### config.mk
export PLATFORM = sky130hd
export DESIGN_NAME = cntr_arb
export DESIGN_NICKNAME = d
export VERILOG_FILES = /design/src/rtl/cntr_arb.sv
export SDC_FILE = /design/constraint.sdc
export NUM_CORES = 1
export LEC_CHECK = 0
export BUFFER_PORTS_ARGS = -buffer_cell sky130_fd_sc_hd__buf_2
export CAP_MARGIN = 20
export CORE_ASPECT_RATIO = 0.7
export CORE_UTILIZATION = 27
export DETAILED_ROUTE_END_ITERATION = 8
export PLACE_DENSITY_LB_ADDON = 0.2
export REMOVE_ABC_BUFFERS = 1
export SETUP_SLACK_MARGIN = 0.4
export SLEW_MARGIN = 10
export SYNTH_ARGS = -nofsm -noshare
export SYNTH_HDL_FRONTEND = slang
export SYNTH_SLANG_ARGS = --single-unit
### constraint.sdc
create_clock -name clk -period 4.4 [get_ports clk]
set_input_delay 0.22 -clock clk [delete_from_list [all_inputs] [get_ports clk]]
set_output_delay 0.22 -clock clk [all_outputs]
set_load 0.005 [all_outputs]
### src/rtl/cntr_arb.sv
// cntr_arb: round-robin arbiter granting two requesters bursts of a shared
// twelve-state counter, driven only through cnt_en.
module cntr_arb #(
   parameter int CNT_LAST = 11,
   parameter int LEN_MAX  = 12
) (
   input  logic       clk,
   input  logic       rstb,
   input  logic       req0,
   input  logic       req1,
   input  logic [3:0] len0,
   input  logic [3:0] len1,
   input  logic [3:0] count_in,
   input  logic       y_in,
   output logic       cnt_en,
   output logic       gnt0,
   output logic       gnt1,
   output logic       done0,
   output logic       done1,
   output logic       wrapped,
   output logic       busy
);
   typedef enum logic [1:0] {IDLE, GRANT, RUN, DONE} state_t;
   state_t state;
   logic win, ptr, wflag, win_req, pick, hit, abort;
   logic [3:0] rem, len_w, len_s;
   assign pick    = (req0 & req1) ? ptr : req1;
   assign win_req = win ? req1 : req0;
   assign len_w   = win ? len1 : len0;
   assign len_s   = (len_w > 4'(LEN_MAX)) ? 4'(LEN_MAX) : len_w;
   // terminal flag qualified by the count itself so a stale y_in cannot mark a wrap
   assign hit     = cnt_en & y_in & (count_in == 4'(CNT_LAST));
   assign abort   = (state == GRANT || state == RUN) && !win_req;
   always_ff @(posedge clk or negedge rstb)
      if (!rstb) begin
         state   <= IDLE;
         win     <= 1'b0;
         ptr     <= 1'b0;
         rem     <= 4'd0;
         wflag   <= 1'b0;
         cnt_en  <= 1'b0;
         gnt0    <= 1'b0;
         gnt1    <= 1'b0;
         done0   <= 1'b0;
         done1   <= 1'b0;
         wrapped <= 1'b0;
         busy    <= 1'b0;
      end else begin
         done0   <= 1'b0;
         done1   <= 1'b0;
         wrapped <= 1'b0;
         if (abort) begin
            state  <= IDLE;
            cnt_en <= 1'b0;
            gnt0   <= 1'b0;
            gnt1   <= 1'b0;
            busy   <= 1'b0;
            ptr    <= ~win;
         end else
            case (state)
               IDLE: if (req0 | req1) begin
                  state <= GRANT;
                  win   <= pick;
                  gnt0  <= ~pick;
                  gnt1  <= pick;
                  busy  <= 1'b1;
                  wflag <= 1'b0;
               end
               GRANT: begin
                  rem <= len_s;
                  if (len_s == 4'd0) begin
                     state <= DONE;
                     done0 <= ~win;
                     done1 <= win;
                  end else begin
                     state  <= RUN;
                     cnt_en <= 1'b1;
                  end
               end
               RUN: begin
                  rem <= rem - 4'd1;
                  if (hit) wflag <= 1'b1;
                  if (rem == 4'd1) begin
                     state   <= DONE;
                     cnt_en  <= 1'b0;
                     done0   <= ~win;
                     done1   <= win;
                     wrapped <= wflag | hit;
                  end
               end
               default: begin
                  state <= IDLE;
                  gnt0  <= 1'b0;
                  gnt1  <= 1'b0;
                  busy  <= 1'b0;
                  ptr   <= ~win;
               end
            endcase
      end
endmodule
==> results.json, run 1 <==
{
  "grt_overflow": 0,
  "antenna_found_initial": 0,
  "die_height_um": 55.58,
  "yosysWarnings": 0,
  "finalMaxSlewViolations": 0,
  "core.rowCount": 19,
  "max_slew_margin_pct": 56.19,
  "reg2reg_to": "rem[1]",
  "die_w_um": 78.54,
  "worst_path_largest_cell_delay_ns": 0.52,
  "hpwlAfterDp_um": 1953,
  "place_inst": 181,
  "nNetsFinal": 158,
  "finalClockSkew_ns": 0.001367,
  "core_mm2": 0.003923,
  "ys.flop_type": "dfrtp_1",
  "clockBufferDepth": 2,
  "min_from": "count_in[2]",
  "path_cells": "inv_1 -> ha_1 -> inv_1 -> nor2_2 -> o21ai_0 -> a2bb2oi_1",
  "synth_cell_types": 42,
  "worst_pin_slew_ns": 0.6572,
  "setup.worst_path.end_class": "register",
  "slowest_stage": "ha_1",
  "start_util_pct": 28.23,
  "syn2layout_area_growth_pct": 17.51,
  "dr.pass1.iters": 4,
  "worstSkewPairLatency_ns": 0.25,
  "place.gp.congestion": 0.8029,
  "hold_path_class": "in -> reg",
  "cts_buffers": 3,
  "reg2reg_depth": 6,
  "portBuffers": 23,
  "antenna_cells": 0,
  "startpoint_type": "register",
  "grt_pass1_wl_um": 4326,
  "path_clk_slew_ns": 0.07,
  "drv_cap": 0,
  "peakVddDrop_v": 0.0002070,
  "drcViolationCount": 0,
  "setup_viol": 0,
  "crit-reg2reg-launch": "state[1]",
  "avgSynthCellArea_um2": 9.887,
  "synth_edf_count": 0,
  "drive_gt1_share_pct": 27.61,
  "htreeDepth": 1,
  "fin_cells": 186,
  "syn_area_mm2": 0.001107,
  "hold_depth": 4,
  "leakage_nw": 0.5876,
  "cp_max_fo": 12,
  "grtUsageTotal_pct": 13.10,
  "yosysSeqAreaShare_pct": 36.16,
  "antenna_left": 0,
  "grt_start_max_net_pins": 17,
  "wirelength_um": 2553,
  "vias": 965,
  "top_level_ports": 24,
  "routed_via_density": 5.188,
  "period_needed_ns": 2.002,
  "status": "finished clean",
  "fin_crit_sh_pct": 45.51,
  "grt_pass1_vias": 915,
  "r2r_slack_ns": 2.40,
  "p_per_area_mw_per_mm2": 644.0,
  "fillers": 402,
  "arrival_ns": 2.13,
  "clockRootBuffer": "clkbuf_8",
  "holdPathEnd": "wflag",
  "finalPower_mw": 0.8380,
  "fin_tns_setup_ns": 0,
  "routedWlPerCell_um": 13.73,
  "numClockSinks": 16,
  "dr.first_iter.drc_count": 69,
  "yosys_register_bits": 16,
  "synthCells": 112,
  "async_reset_ff_share_pct": 100.0,
  "max_freq_mhz": 499.4,
  "hold_violations": 0,
  "crit_start": "state[1]",
  "path_class": "reg -> reg",
  "rsz0062_at_grt": "no",
  "cts_tree": "yes",
  "crit_path_frequent_cell": "inv_1",
  "dieArea_mm2": 0.004365,
  "worst_ep_required_time_ns": 4.53
}
==> layer usage <==
| layer | up-vias | track usage (%) | share of wire (%) |
|---|---|---|---|
| li1 | 463 | - | - |
| met1 | 465 | 17.70 | 50 |
| met2 | 29 | 18.76 | 43 |
| met3 | 8 | 4.098 | 4.8 |
| met4 | 0 | 6.614 | 2.1 |
| met5 | - | 0 | 0 |
==> sequential cells by signal, indices dropped and copies added, names as in the netlist <==
signal   flops
rem          4
done1        1
done0        1
state        2
busy         1
ptr          1
gnt0         1
wrapped      1
wflag        1
cnt_en       1
win          1
gnt1         1
==> layout by cell type, fill, tap and decap left out, types with 2 or more instances in the layout <==
master | Yosys | layout
a21oi_1 | 4 | 4
a22oi_1 | 2 | 2
a31oi_1 | 3 | 3
buf_2 | 0 | 23
clkbuf_8 | 1 | 4
dfrtp_1 | 16 | 16
ha_1 | 6 | 6
inv_1 | 8 | 8
mux2i_1 | 6 | 6
nand2_1 | 7 | 7
nand3_1 | 4 | 4
nand4_1 | 3 | 3
nor2_1 | 6 | 6
nor3_1 | 5 | 5
nor3b_1 | 4 | 4
nor4_1 | 2 | 2
o21ai_0 | 6 | 6
o22a_1 | 2 | 2
==> cell families (layout without fill, tap and decap cells) <==
kind of cell             after synthesis  count (layout)  share of synthesized area (%)
AO/OA/AOI/OAI                         29              29                          20.91
adder cells (fa/ha/maj)                6               6                          6.779
buffers and inverters                 14              36                          7.345
flip-flops                            16              16                          36.16
multiplexers                           7               7                          6.441
AND/OR/NAND/NOR                       40              40                          22.37
==> how the worst max path moves through the flow <==
stage	end
global route	rem[1]
detailed placement	rem[1]
CTS	rem[1]
global placement	rem[1]
floorplan	state[0]
finish	rem[1]
==> cells in the mapped netlist, types with 3 or more instances <==
cell type | number | share of area, %
ha_1 | 6 | 6.8
mux2i_1 | 6 | 5.4
a21oi_1 | 4 | 1.8
a31oi_1 | 3 | 1.7
dfrtp_1 | 16 | 36
nor3b_1 | 4 | 2.7
nand4_1 | 3 | 1.7
nor2_1 | 6 | 2.0
nor3_1 | 5 | 2.3
nand3_1 | 4 | 1.8
o21ai_0 | 6 | 2.7
nand2_1 | 7 | 2.4
inv_1 | 8 | 2.7
==> where the power goes <==
part           switching (mW)  internal (mW)
registers              0.0670          0.203
logic                   0.247          0.188
clock network          0.0531         0.0794
==> cell type report <==
| cell class | instances | area (µm²) | share of cell area [%] |
|---|---|---|---|
| multi-input cells | 82 | 625.6 | 48.08 |
| flip-flops and latches | 16 | 400.4 | 30.77 |
| repair buffers | 24 | 125.1 | 9.615 |
| well taps | 52 | 65.06 | 5.000 |
| clock buffers | 4 | 55.05 | 4.231 |
| inverters | 8 | 30.03 | 2.308 |
==> worst max-delay path: cells and delay by family, from the launching register on <==
family                   cells  cell delay, ns
flip-flops                   1            0.41
adder cells (fa/ha/maj)      1            0.52
AND/OR/NAND/NOR              1            0.32
buffers and inverters        2            0.34
AO/OA/AOI/OAI                2            0.29
==> per-stage QoR <==
step           utilization [%]  hold WS, ns  setup WS, ns  cell area (µm²)
2_1_floorplan                -     -0.07559         2.749             1056
3_3_place_gp             31.52       0.1641         2.501             1236
3_5_place_dp             31.52       0.1623         2.426             1236
4_1_cts                  33.17       0.3109         2.415             1301
5_1_grt                  33.17       0.3153         2.250             1301
6_report                 33.17       0.3116         2.398             1301
==> what timing repair did <==
action | in CTS | in global routing
gates resized for setup | 0 | 0
hold buffers | 1 | 0
setup endpoints to repair | 0 | 0
buffers inserted | 0 | 0
endpoints found under the hold margin | 16 | 0
No activity file was read; power rests on OpenSTA's default activity.
==> run 2: changes to the inputs <==
==> constraint.sdc (replaced) <==
create_clock -name clk -period 1.85 [get_ports clk]
set_input_delay 0.0925 -clock clk [delete_from_list [all_inputs] [get_ports clk]]
set_output_delay 0.0925 -clock clk [all_outputs]
set_load 0.005 [all_outputs]
==> run 2 against run 1 <==
Against the previous run: final area increased by 29%; sequential share of layout area decreased by 6.8 points; combinational power increased to 4.5 times the previous value; die area unchanged; highest routed layer unchanged.
==> results.json, run 2 (synthesized netlist as in run 1, its figures left out) <==
{
  "status": "finished clean",
  "drv_cap": 0,
  "syn2layout_area_growth_pct": 51.53,
  "antenna_cells": 0,
  "routed_via_density": 5.145,
  "final_cell_area_mm2": 0.001678,
  "numClockSinks": 16,
  "finalClockSkew_ns": 0.007782,
  "place.gp.congestion": 0.7463,
  "core.rowCount": 19,
  "startpoint_type": "register",
  "place_inst": 188,
  "drcViolationCount": 0,
  "cp_top_family": "compound AO/OA/AOI/OAI gates",
  "dr.first_iter.drc_count": 17,
  "worst_pin_slew_ns": 0.3855,
  "crit_path_frequent_cell": "buf_4",
  "dieArea_mm2": 0.004365,
  "fin_cells": 207,
  "finalMaxSlewViolations": 0,
  "period_needed_ns": 1.519,
  "fin_crit_sh_pct": 82.13,
  "grtUsageTotal_pct": 14.08,
  "slowest_stage": "dfrtp_2",
  "grt_overflow": 0,
  "regMostFlops": "rem",
  "htreeDepth": 1,
  "top_level_ports": 24,
  "peakVddDrop_v": 0.0006303,
  "cts_tree": "yes",
  "path_class": "reg -> reg",
  "hold_violations": 0,
  "setup.worst_path.end_class": "register",
  "vias": 1065,
  "path_clk_slew_ns": 0.07,
  "worstSkewPairLatency_ns": 0.26,
  "setup_ws_ns": 0.3306,
  "final_common_cell": "buf_2",
  "grt_start_max_net_pins": 17,
  "antenna_found_initial": 0,
  "top_regs": "rem: 4 flops, state: 2 flops",
  "pre_cts_ws_ns": 0.1874,
  "final_cell_mix": "buf_2, buf_4, dfrtp_1",
  "max_slew_margin_pct": 74.27,
  "cts_buffers": 3,
  "leakage_nw": 0.7293,
  "clockRootBuffer": "clkbuf_8",
  "placed_area_mm2": 0.001289,
  "start_util_pct": 28.23,
  "grt_pass1_vias": 953,
  "hold_ws_ns": 0.1778,
  "largest_reg_flops": 4,
  "portBuffers": 23,
  "drive_gt1_share_pct": 55.48,
  "arrival_ns": 1.65,
  "post-route-util_pct": 42.78,
  "fin_tns_setup_ns": 0,
  "fillers": 382,
  "antenna_left": 0,
  "max_freq_mhz": 658.2,
  "clockBufferDepth": 2,
  "p_per_area_mw_per_mm2": 1725,
  "grt_pass1_wl_um": 4802,
  "rsz0062_at_grt": "yes",
  "wirelength_um": 3141,
  "path_buf_inv": 2,
  "die_height_um": 55.58,
  "path_cells": "buf_4 -> buf_4 -> nand2_1 -> a2bb2o_4 -> o311ai_4 -> o41ai_2",
  "setup_viol": 0,
  "routedWlPerCell_um": 15.17,
  "core_mm2": 0.003923,
  "hold_path_class": "in -> reg",
  "dr.pass1.iters": 4,
  "worst_path_largest_cell_delay_ns": 0.45,
  "die_w_um": 78.54,
  "worst_ep_required_time_ns": 1.98,
  "finalPower_mw": 2.894,
  "cp_max_fo": 7,
  "hpwlAfterDp_um": 2111,
  "nNetsFinal": 179
}
## run 2: worst paths after layout
check | to | from | slack, ns | depth (start not counted)
setup reg to reg | cnt_en | win | 0.33 | 6
hold reg to reg | busy | busy | 0.51 | 1
setup / recovery | cnt_en | win | 0.33 | 6
max in group asynchronous | win | rstb | 1.28 | 2
hold / removal | wflag | count_in[2] | 0.18 | 4
min in group asynchronous | wrapped | rstb | 0.28 | 2
## run 2: routing by layer
layer,GRT usage (%),part of all wire (%)
met1,20.17,49
met2,21.49,45
met3,3.770,4.7
met4,2.381,0.57
met5,0,0
## run 2: area by class of cell
class                      count  area (µm²)  share of cell area (%)
multi-input combinational     82       810.8                   48.32
clock buffer                   4       55.05                   3.281
timing repair buffer          45       309.0                   18.42
sequential                    16       402.9                   24.01
tap                           52       65.06                   3.878
inverter                       8       35.03                   2.088
## run 2: power by group
part	total, mW	leakage [nW]	switching, mW	internal, mW
logic	1.94	0.504	0.966	0.974
clock network	0.325	0.0288	0.136	0.189
registers	0.629	0.197	0.140	0.489
## run 2: what timing repair did
action,in CTS,in global routing
hold buffers,1,0
pin swaps,1,17
setup buffers,3,10
resized for setup,25,24
setup endpoints to repair,14,15
endpoints found under the hold margin,16,0
gates cloned,0,1
## run 2: worst register-to-register path: cells and delay by family, from the launching register on
kind / cells / cell delay [ns]
AO/OA/AOI/OAI: 3 / 0.58
flip-flops: 1 / 0.45
AND/OR/NAND/NOR: 1 / 0.07
buffers and inverters: 2 / 0.29
